<file path="src/rtl/ntt_ctrl_pkg.sv">
// ---------------------------------------------------------------------------
// ntt_ctrl_pkg
// Shared types and helpers for the NTT control path.
//   mode_t      : transform kind latched on an accepted command
//   seq_state_t : stage sequencer FSM states
//   decode_mode : maps the 2-bit command mode onto mode_t (3 folds onto POLY)
//   stage_gap   : cross-lane gap for butterfly distance index t
// ---------------------------------------------------------------------------
package ntt_ctrl_pkg;

    typedef enum logic [1:0] {
        MODE_NTT  = 2'd0,
        MODE_INTT = 2'd1,
        MODE_POLY = 2'd2
    } mode_t;

    typedef enum logic [1:0] {
        IDLE  = 2'd0,
        RUN   = 2'd1,
        DRAIN = 2'd2,
        DONE  = 2'd3
    } seq_state_t;

    function automatic mode_t decode_mode(input logic [1:0] m);
        case (m)
            2'd0:    return MODE_NTT;
            2'd1:    return MODE_INTT;
            default: return MODE_POLY;
        endcase
    endfunction

    // PE is a power of two, so PE >> t is >= 2 exactly when t < log2(PE);
    // beyond that the partner is in the same lane set and the gap is 1.
    function automatic int stage_gap(input int t, input int pe);
        int g;
        g = pe >> t;
        return (g < 1) ? 1 : g;
    endfunction

endpackage

</file>
<file path="src/rtl/stage_addr_gen.sv">
// ---------------------------------------------------------------------------
// stage_addr_gen
// Butterfly read-address counter for one stage sweep.
//   clk, rst_n : clock, async active-low reset
//   clr_i      : restart the sweep at address 0 (has priority over inc_i)
//   inc_i      : advance to the next address; saturates at DEPTH-1
//   addr_o     : current address (registered)
//   last_o     : addr_o is the final address of the sweep
// ---------------------------------------------------------------------------
module stage_addr_gen #(
    parameter int DEPTH  = 4,
    parameter int ADDR_W = 2
) (
    input  logic              clk,
    input  logic              rst_n,
    input  logic              clr_i,
    input  logic              inc_i,
    output logic [ADDR_W-1:0] addr_o,
    output logic              last_o
);

    logic [ADDR_W-1:0] addr_q;
    logic              last;

    assign last = (addr_q == ADDR_W'(DEPTH - 1));

    always_ff @(posedge clk or negedge rst_n) begin
        if (!rst_n) begin
            addr_q <= '0;
        end else if (clr_i) begin
            addr_q <= '0;
        end else if (inc_i && !last) begin
            addr_q <= addr_q + ADDR_W'(1);
        end
    end

    assign addr_o = addr_q;
    assign last_o = last;

endmodule

</file>
<file path="src/rtl/ntt_stage_sequencer.sv">
// ---------------------------------------------------------------------------
// ntt_stage_sequencer
// Sequences one full NTT / INTT (LOGN stages) or a single poly-arithmetic
// pass: per stage it sweeps the butterfly read address with valid, drives the
// DataShuffler steering fields, then idles DRAIN_CYC cycles so the pipeline
// empties before the next stage.
//   clk, rst_n    : clock, async active-low reset
//   start, mode   : command pulse and transform kind (sampled in IDLE only)
//   stall         : hold address issue while high
//   busy, done    : operation in flight / one-cycle completion pulse
//   stage         : current stage index s
//   bf_rd_addr    : butterfly read / writeback address, qualified by valid
//   ident_store, dest_rom_gap, swap_store, is_poly_arith : shuffler steering
//
// All outputs are registered; a stage's first address is issued on the same
// edge that enters RUN, so valid appears the cycle after start is sampled.
//
//   state | meaning
//   ------+---------------------------------------------------------------
//   IDLE  | waiting for start
//   RUN   | issuing addresses of stage s (holds while stall is high)
//   DRAIN | last address issued, counting down the pipeline latency
//   DONE  | transform finished; done pulses as this state exits
// ---------------------------------------------------------------------------
module ntt_stage_sequencer
    import ntt_ctrl_pkg::*;
#(
    parameter  int LOGN      = 8,
    parameter  int PE        = 2,
    parameter  int DRAIN_CYC = 8,
    localparam int N         = 1 << LOGN,
    localparam int DEPTH     = N / 2 / PE,
    localparam int ADDR_W    = (DEPTH > 1) ? $clog2(DEPTH) : 1,
    localparam int LOGPE     = $clog2(PE),
    localparam int STG_W     = (LOGN > 1) ? $clog2(LOGN) : 1,
    localparam int GAP_W     = LOGPE + 1
) (
    input  logic              clk,
    input  logic              rst_n,
    input  logic              start,
    input  logic [1:0]        mode,
    input  logic              stall,
    output logic              busy,
    output logic              done,
    output logic [STG_W-1:0]  stage,
    output logic [ADDR_W-1:0] bf_rd_addr,
    output logic              valid,
    output logic              ident_store,
    output logic [GAP_W-1:0]  dest_rom_gap,
    output logic              swap_store,
    output logic              is_poly_arith
);

    localparam int DRN_W = (DRAIN_CYC > 1) ? $clog2(DRAIN_CYC + 1) : 1;

    seq_state_t        state_q;
    mode_t             mode_q;
    logic [STG_W-1:0]  stage_q;
    logic [DRN_W-1:0]  drain_q;
    logic              busy_q;
    logic              done_q;
    logic              valid_q;
    logic              ident_q;
    logic [GAP_W-1:0]  gap_q;
    logic              swap_q;
    logic              poly_q;

    logic [ADDR_W-1:0] addr;
    logic              addr_last;
    logic              addr_clr;
    logic              addr_inc;

    logic              drain_end;
    logic              last_stage;

    mode_t             mode_sel;
    mode_t             mode_nxt;
    logic [STG_W-1:0]  stage_nxt;
    int                t_nxt;
    logic              poly_nxt;
    logic              ident_nxt;
    logic [GAP_W-1:0]  gap_nxt;

    // Steering for the stage about to start: stage 0 of the incoming command
    // when leaving IDLE, otherwise stage s+1 of the latched command.
    always_comb begin
        mode_sel  = decode_mode(mode);
        mode_nxt  = (state_q == IDLE) ? mode_sel : mode_q;
        stage_nxt = (state_q == IDLE) ? '0 : stage_q + STG_W'(1);
        t_nxt     = (mode_nxt == MODE_INTT) ? (LOGN - 1 - int'(stage_nxt))
                                            : int'(stage_nxt);
        poly_nxt  = (mode_nxt == MODE_POLY);
        ident_nxt = poly_nxt || (t_nxt == LOGN - 1);
        gap_nxt   = GAP_W'(stage_gap(t_nxt, PE));
    end

    assign drain_end  = (drain_q <= DRN_W'(1));
    assign last_stage = poly_q || (stage_q == STG_W'(LOGN - 1));

    assign addr_clr = ((state_q == IDLE) && start) ||
                      ((state_q == DRAIN) && drain_end && !last_stage);
    assign addr_inc = (state_q == RUN) && !addr_last && !stall;

    stage_addr_gen #(
        .DEPTH  (DEPTH),
        .ADDR_W (ADDR_W)
    ) u_addr_gen (
        .clk    (clk),
        .rst_n  (rst_n),
        .clr_i  (addr_clr),
        .inc_i  (addr_inc),
        .addr_o (addr),
        .last_o (addr_last)
    );

    always_ff @(posedge clk or negedge rst_n) begin
        if (!rst_n) begin
            state_q <= IDLE;
            mode_q  <= MODE_NTT;
            stage_q <= '0;
            drain_q <= '0;
            busy_q  <= 1'b0;
            done_q  <= 1'b0;
            valid_q <= 1'b0;
            ident_q <= 1'b0;
            gap_q   <= '0;
            swap_q  <= 1'b0;
            poly_q  <= 1'b0;
        end else begin
            done_q <= 1'b0;
            case (state_q)
                IDLE: begin
                    if (start) begin
                        state_q <= RUN;
                        mode_q  <= mode_sel;
                        stage_q <= '0;
                        busy_q  <= 1'b1;
                        valid_q <= 1'b1;
                        ident_q <= ident_nxt;
                        gap_q   <= gap_nxt;
                        poly_q  <= poly_nxt;
                        swap_q  <= 1'b0;
                    end
                end
                RUN: begin
                    // addr_last here means the final address was issued on
                    // the previous edge, so the stall input no longer matters.
                    if (addr_last) begin
                        state_q <= DRAIN;
                        valid_q <= 1'b0;
                        drain_q <= DRN_W'(DRAIN_CYC);
                    end else if (stall) begin
                        valid_q <= 1'b0;
                    end else begin
                        valid_q <= 1'b1;
                        // LSB of the address being issued (addr + 1)
                        swap_q  <= poly_q & ~addr[0];
                    end
                end
                DRAIN: begin
                    if (drain_end) begin
                        if (last_stage) begin
                            state_q <= DONE;
                        end else begin
                            state_q <= RUN;
                            stage_q <= stage_nxt;
                            valid_q <= 1'b1;
                            ident_q <= ident_nxt;
                            gap_q   <= gap_nxt;
                            poly_q  <= poly_nxt;
                            swap_q  <= 1'b0;
                        end
                    end else begin
                        drain_q <= drain_q - DRN_W'(1);
                    end
                end
                DONE: begin
                    state_q <= IDLE;
                    busy_q  <= 1'b0;
                    done_q  <= 1'b1;
                end
                default: begin
                    state_q <= IDLE;
                end
            endcase
        end
    end

    assign busy          = busy_q;
    assign done          = done_q;
    assign stage         = stage_q;
    assign bf_rd_addr    = addr;
    assign valid         = valid_q;
    assign ident_store   = ident_q;
    assign dest_rom_gap  = gap_q;
    assign swap_store    = swap_q;
    assign is_poly_arith = poly_q;

endmodule

</file>
<file path="config.mk">
export PLATFORM = sky130hd
export DESIGN_NAME = ntt_stage_sequencer
export DESIGN_NICKNAME = d
export VERILOG_FILES = /design/src/rtl/ntt_ctrl_pkg.sv /design/src/rtl/stage_addr_gen.sv /design/src/rtl/ntt_stage_sequencer.sv
export SDC_FILE = /design/constraint.sdc
export NUM_CORES = 1
export LEC_CHECK = 0
export BUFFER_PORTS_ARGS = -buffer_cell sky130_fd_sc_hd__buf_4
export CORE_UTILIZATION = 59
export DETAILED_ROUTE_END_ITERATION = 10
export GPL_TIMING_DRIVEN = 0
export PLACE_DENSITY = 0.85
export SLEW_MARGIN = 20
export SYNTH_ARGS = -nofsm -noshare
export SYNTH_HDL_FRONTEND = slang
export SYNTH_SLANG_ARGS = --single-unit
</file>
<file path="constraint.sdc">
create_clock -name clk -period 4.5 [get_ports clk]
set_input_delay 1.125 -clock clk [delete_from_list [all_inputs] [get_ports clk]]
set_output_delay 1.125 -clock clk [all_outputs]
set_load 0.01 [all_outputs]
</file>
==> out/qor.yml <==
status:
  outcome: "completed"
route:
  drt_first_iter_violations: 10
  via_per_inst: 5.81
  avgRoutedWirePerCell_um: 14.9
  ant_nets: 0
  num_vias: 1064
  wl_mm: 2.73
  drc_errors: 0
  drt_pre_antenna_iters: 4
global_route:
  grt-ovfl-total: 0
  grt_max_degree: 26
  grt_pass1_wl_mm: 4.91
  grtUsageTotal_pct: 26.5
  antenna_found_initial: 0
  grt_pass1_vias: 1107
clock_tree:
  clk_latency_ns: 0.33
  htree_levels: 1
  root_buffer: "clkbuf_4"
  cts_sinks: 25
  path_clk_slew_ns: 0.14
  post_cts_buffers: 0
  holdBufCountCts: 0
  cts_tree: "built"
  clk_path_buf_depth: 2
  numCtsBuffers: 3
  post_cts_resized: 0
synthesis:
  avgSynthCellArea_um2: 10.6
  syn-cell-area_um2: 1360
  yosys_warnings: 0
  synth_ff_type: "dfrtp_1"
  syn_inst: 129
  synth_edf_count: 0
  ys_async_sr_fraction_pct: 100
  ys_seq_area_share_pct: 45.9
  ys_seq_elements: 25
  yosys.cell_types.count: 43
  syn-num-nets: 140
timing:
  period_share_pct: 48.9
  max_freq_ghz: 0.454
  rsz0062_at_grt: "no"
  relSlewSlack_pct: 57.8
  hold_viol: 0
  fin_tns_setup_ns: 0
  worst_pin_slew_ns: 0.629
  skew_ns: 0.00928
  setup_viol: 0
  timing.final.crit_period_ns: 2.20
  fin_ws_ns: 2.30
  slew_viol_final: 0
placed_design:
  globalplace.congestion: 0.800
  pre_cts_ws_ns: 2.05
  numPortBuffers: 22
  place_hpwl_mm: 2.06
  dpl_cell_area_um2: 1560
power:
  p_comb_share_pct: 42.3
  total_leakage_power_uw: 0.000739
  ir_drop_mv: 0.428
  p_int_uw: 475
  powerDensity_nw_per_um2: 480
  p_sw_uw: 288
  clkPwrFrac_pct: 13.7
  swShare_pct: 37.7
  p_seq_share_pct: 44.0
final_layout:
  final_nets: 167
  multi_input_area_um2: 687
  final_core_util_pct: 72.5
  final_common_cell: "dfrtp_1"
  final_area_um2: 1590
  most-common-layout-cells: "dfrtp_1 (25), buf_4 (22), nor2_1 (8), nand2_1 (8), o21ai_0 (8)"
  syn_to_final_growth_pct: 16.6
  register_area_um2: 626
  nFillCells: 157
  drive_above_1_share_pct: 27.1
  n_antenna_cell: 0
floorplan:
  core_region_area_um2: 2190
  fp-row-count: 17
  die-area_um2: 2510
  die_w_um: 50.1
  num_io_pins: 23
  initial_core_util_pct: 62.2
  die_h_um: 50.1
worst_setup_path:
  r2r-start: "stage[0]"
  crit_required_ns: 4.74
  start_kind: "flop"
  worstPathMaxFanout: 8
  slowest_delay_ns: 0.49
  reg2reg_slack_ns: 2.30
  cp_common_cell: "ha_1"
  reg2reg_to: "ident_store"
  worst_r2r_path_depth: 7
  worst-setup-path-type: "reg -> reg"
  worstPathCellList: "ha_1, ha_1, nor2_1, or4b_4, buf_6, nand2_4, mux2_2"
  end_kind: "flop"
  arrival_ns: 2.44
  slowest_stage: "dfrtp_1"
hold_path:
  hold_path_class: "reg -> reg"
  hold_depth: 1
  whs_endpoint: "dest_rom_gap[0]"
  worstHoldStart: "dest_rom_gap[0]"
run:
  maxCapViolations: 0
## stage by stage
stage / total power, µW / hold slack (ns) / cells
floorplan: 538 / 0.475 / 129
global placement: 645 / 0.463 / 179
detailed placement: 665 / 0.475 / 179
CTS: 766 / 0.507 / 183
global route: 813 / 0.535 / 183
finish: 762 / 0.505 / 183
## worst max-delay path: cells and delay by family (launching register included)
kind	cells	cell delay (ns)
buffers and inverters	1	0.16
DFF	1	0.49
and+or+nand+nor	3	0.68
adders and majority gates	2	0.44
muxes	1	0.34
## worst max-delay path by stage
stage / endpoint / slack [ns] / startpoint / cells past startpoint
finish: ident_store / 2.30 / stage[0] / 7
global route: ident_store / 2.20 / stage[0] / 7
CTS: ident_store / 2.31 / stage[0] / 7
detailed placement: u_addr_gen.addr_o[5] / 2.05 / stall / 5
global placement: u_addr_gen.addr_o[5] / 2.04 / stall / 5
floorplan: u_addr_gen.addr_o[5] / 2.30 / stall / 4
## per-layer routing
metal	vias to the layer above	wire length (µm)	part of all wire, %	global-route usage (%)
met3	5	91	3.3	4.63
li1	528	-	-	-
met5	-	0	0	0
met2	19	1370	50	44.4
met4	0	42	1.5	11.0
met1	512	1230	45	33.1
## layout make-up
| type | instances | area share [%] |
|---|---|---|
| clock buffer | 4 | 1.65 |
| inverter | 5 | 1.18 |
| multi-input combinational | 95 | 43.2 |
| tap | 28 | 2.20 |
| buffer | 4 | 1.97 |
| sequential | 25 | 39.4 |
| timing repair buffer | 22 | 10.4 |
## state kept, by name, summed over array words and instances (netlist names), 2 cells and up
register	count
drain_q	4
dest_rom_gap	2
mode_q	2
state_q	2
stage	3
u_addr_gen.addr_o	6
## power by group through the flow
stage                     Combinational [µW]  Clock [µW]  Sequential (µW)
after global placement                   309           0              336
after detailed placement                 325           0              340
after floorplan                          187           0              350
after global routing                     355         113              345
after CTS                                326         105              335
final                                    322         105              335
## synthesized netlist by cell type (all sizes together), types with 3 or more instances
cell	instances	area (µm²)
a21oi	3	15.0
a22o	5	43.8
and2	4	27.5
buf	3	27.5
dfrtp	25	626
ha	5	62.6
inv	5	18.8
mux2	4	45.0
mux2i	4	40.0
nand2	10	47.6
nand3	6	30.0
nand4	3	18.8
nor2	9	36.3
nor2b	3	18.8
o211ai	3	22.5
o21ai	10	50.1
or4	3	26.3
## cells by family after synthesis
family                   synth area share (%)
AND/OR/NAND/NOR                          22.2
flip-flops                               45.9
AO/OA/AOI/OAI                            15.4
XOR/XNOR                                 1.93
adder cells (fa/ha/maj)                  4.59
buffers and inverters                    3.67
multiplexers                             6.24
No activity file was read; power rests on OpenSTA's default activity.
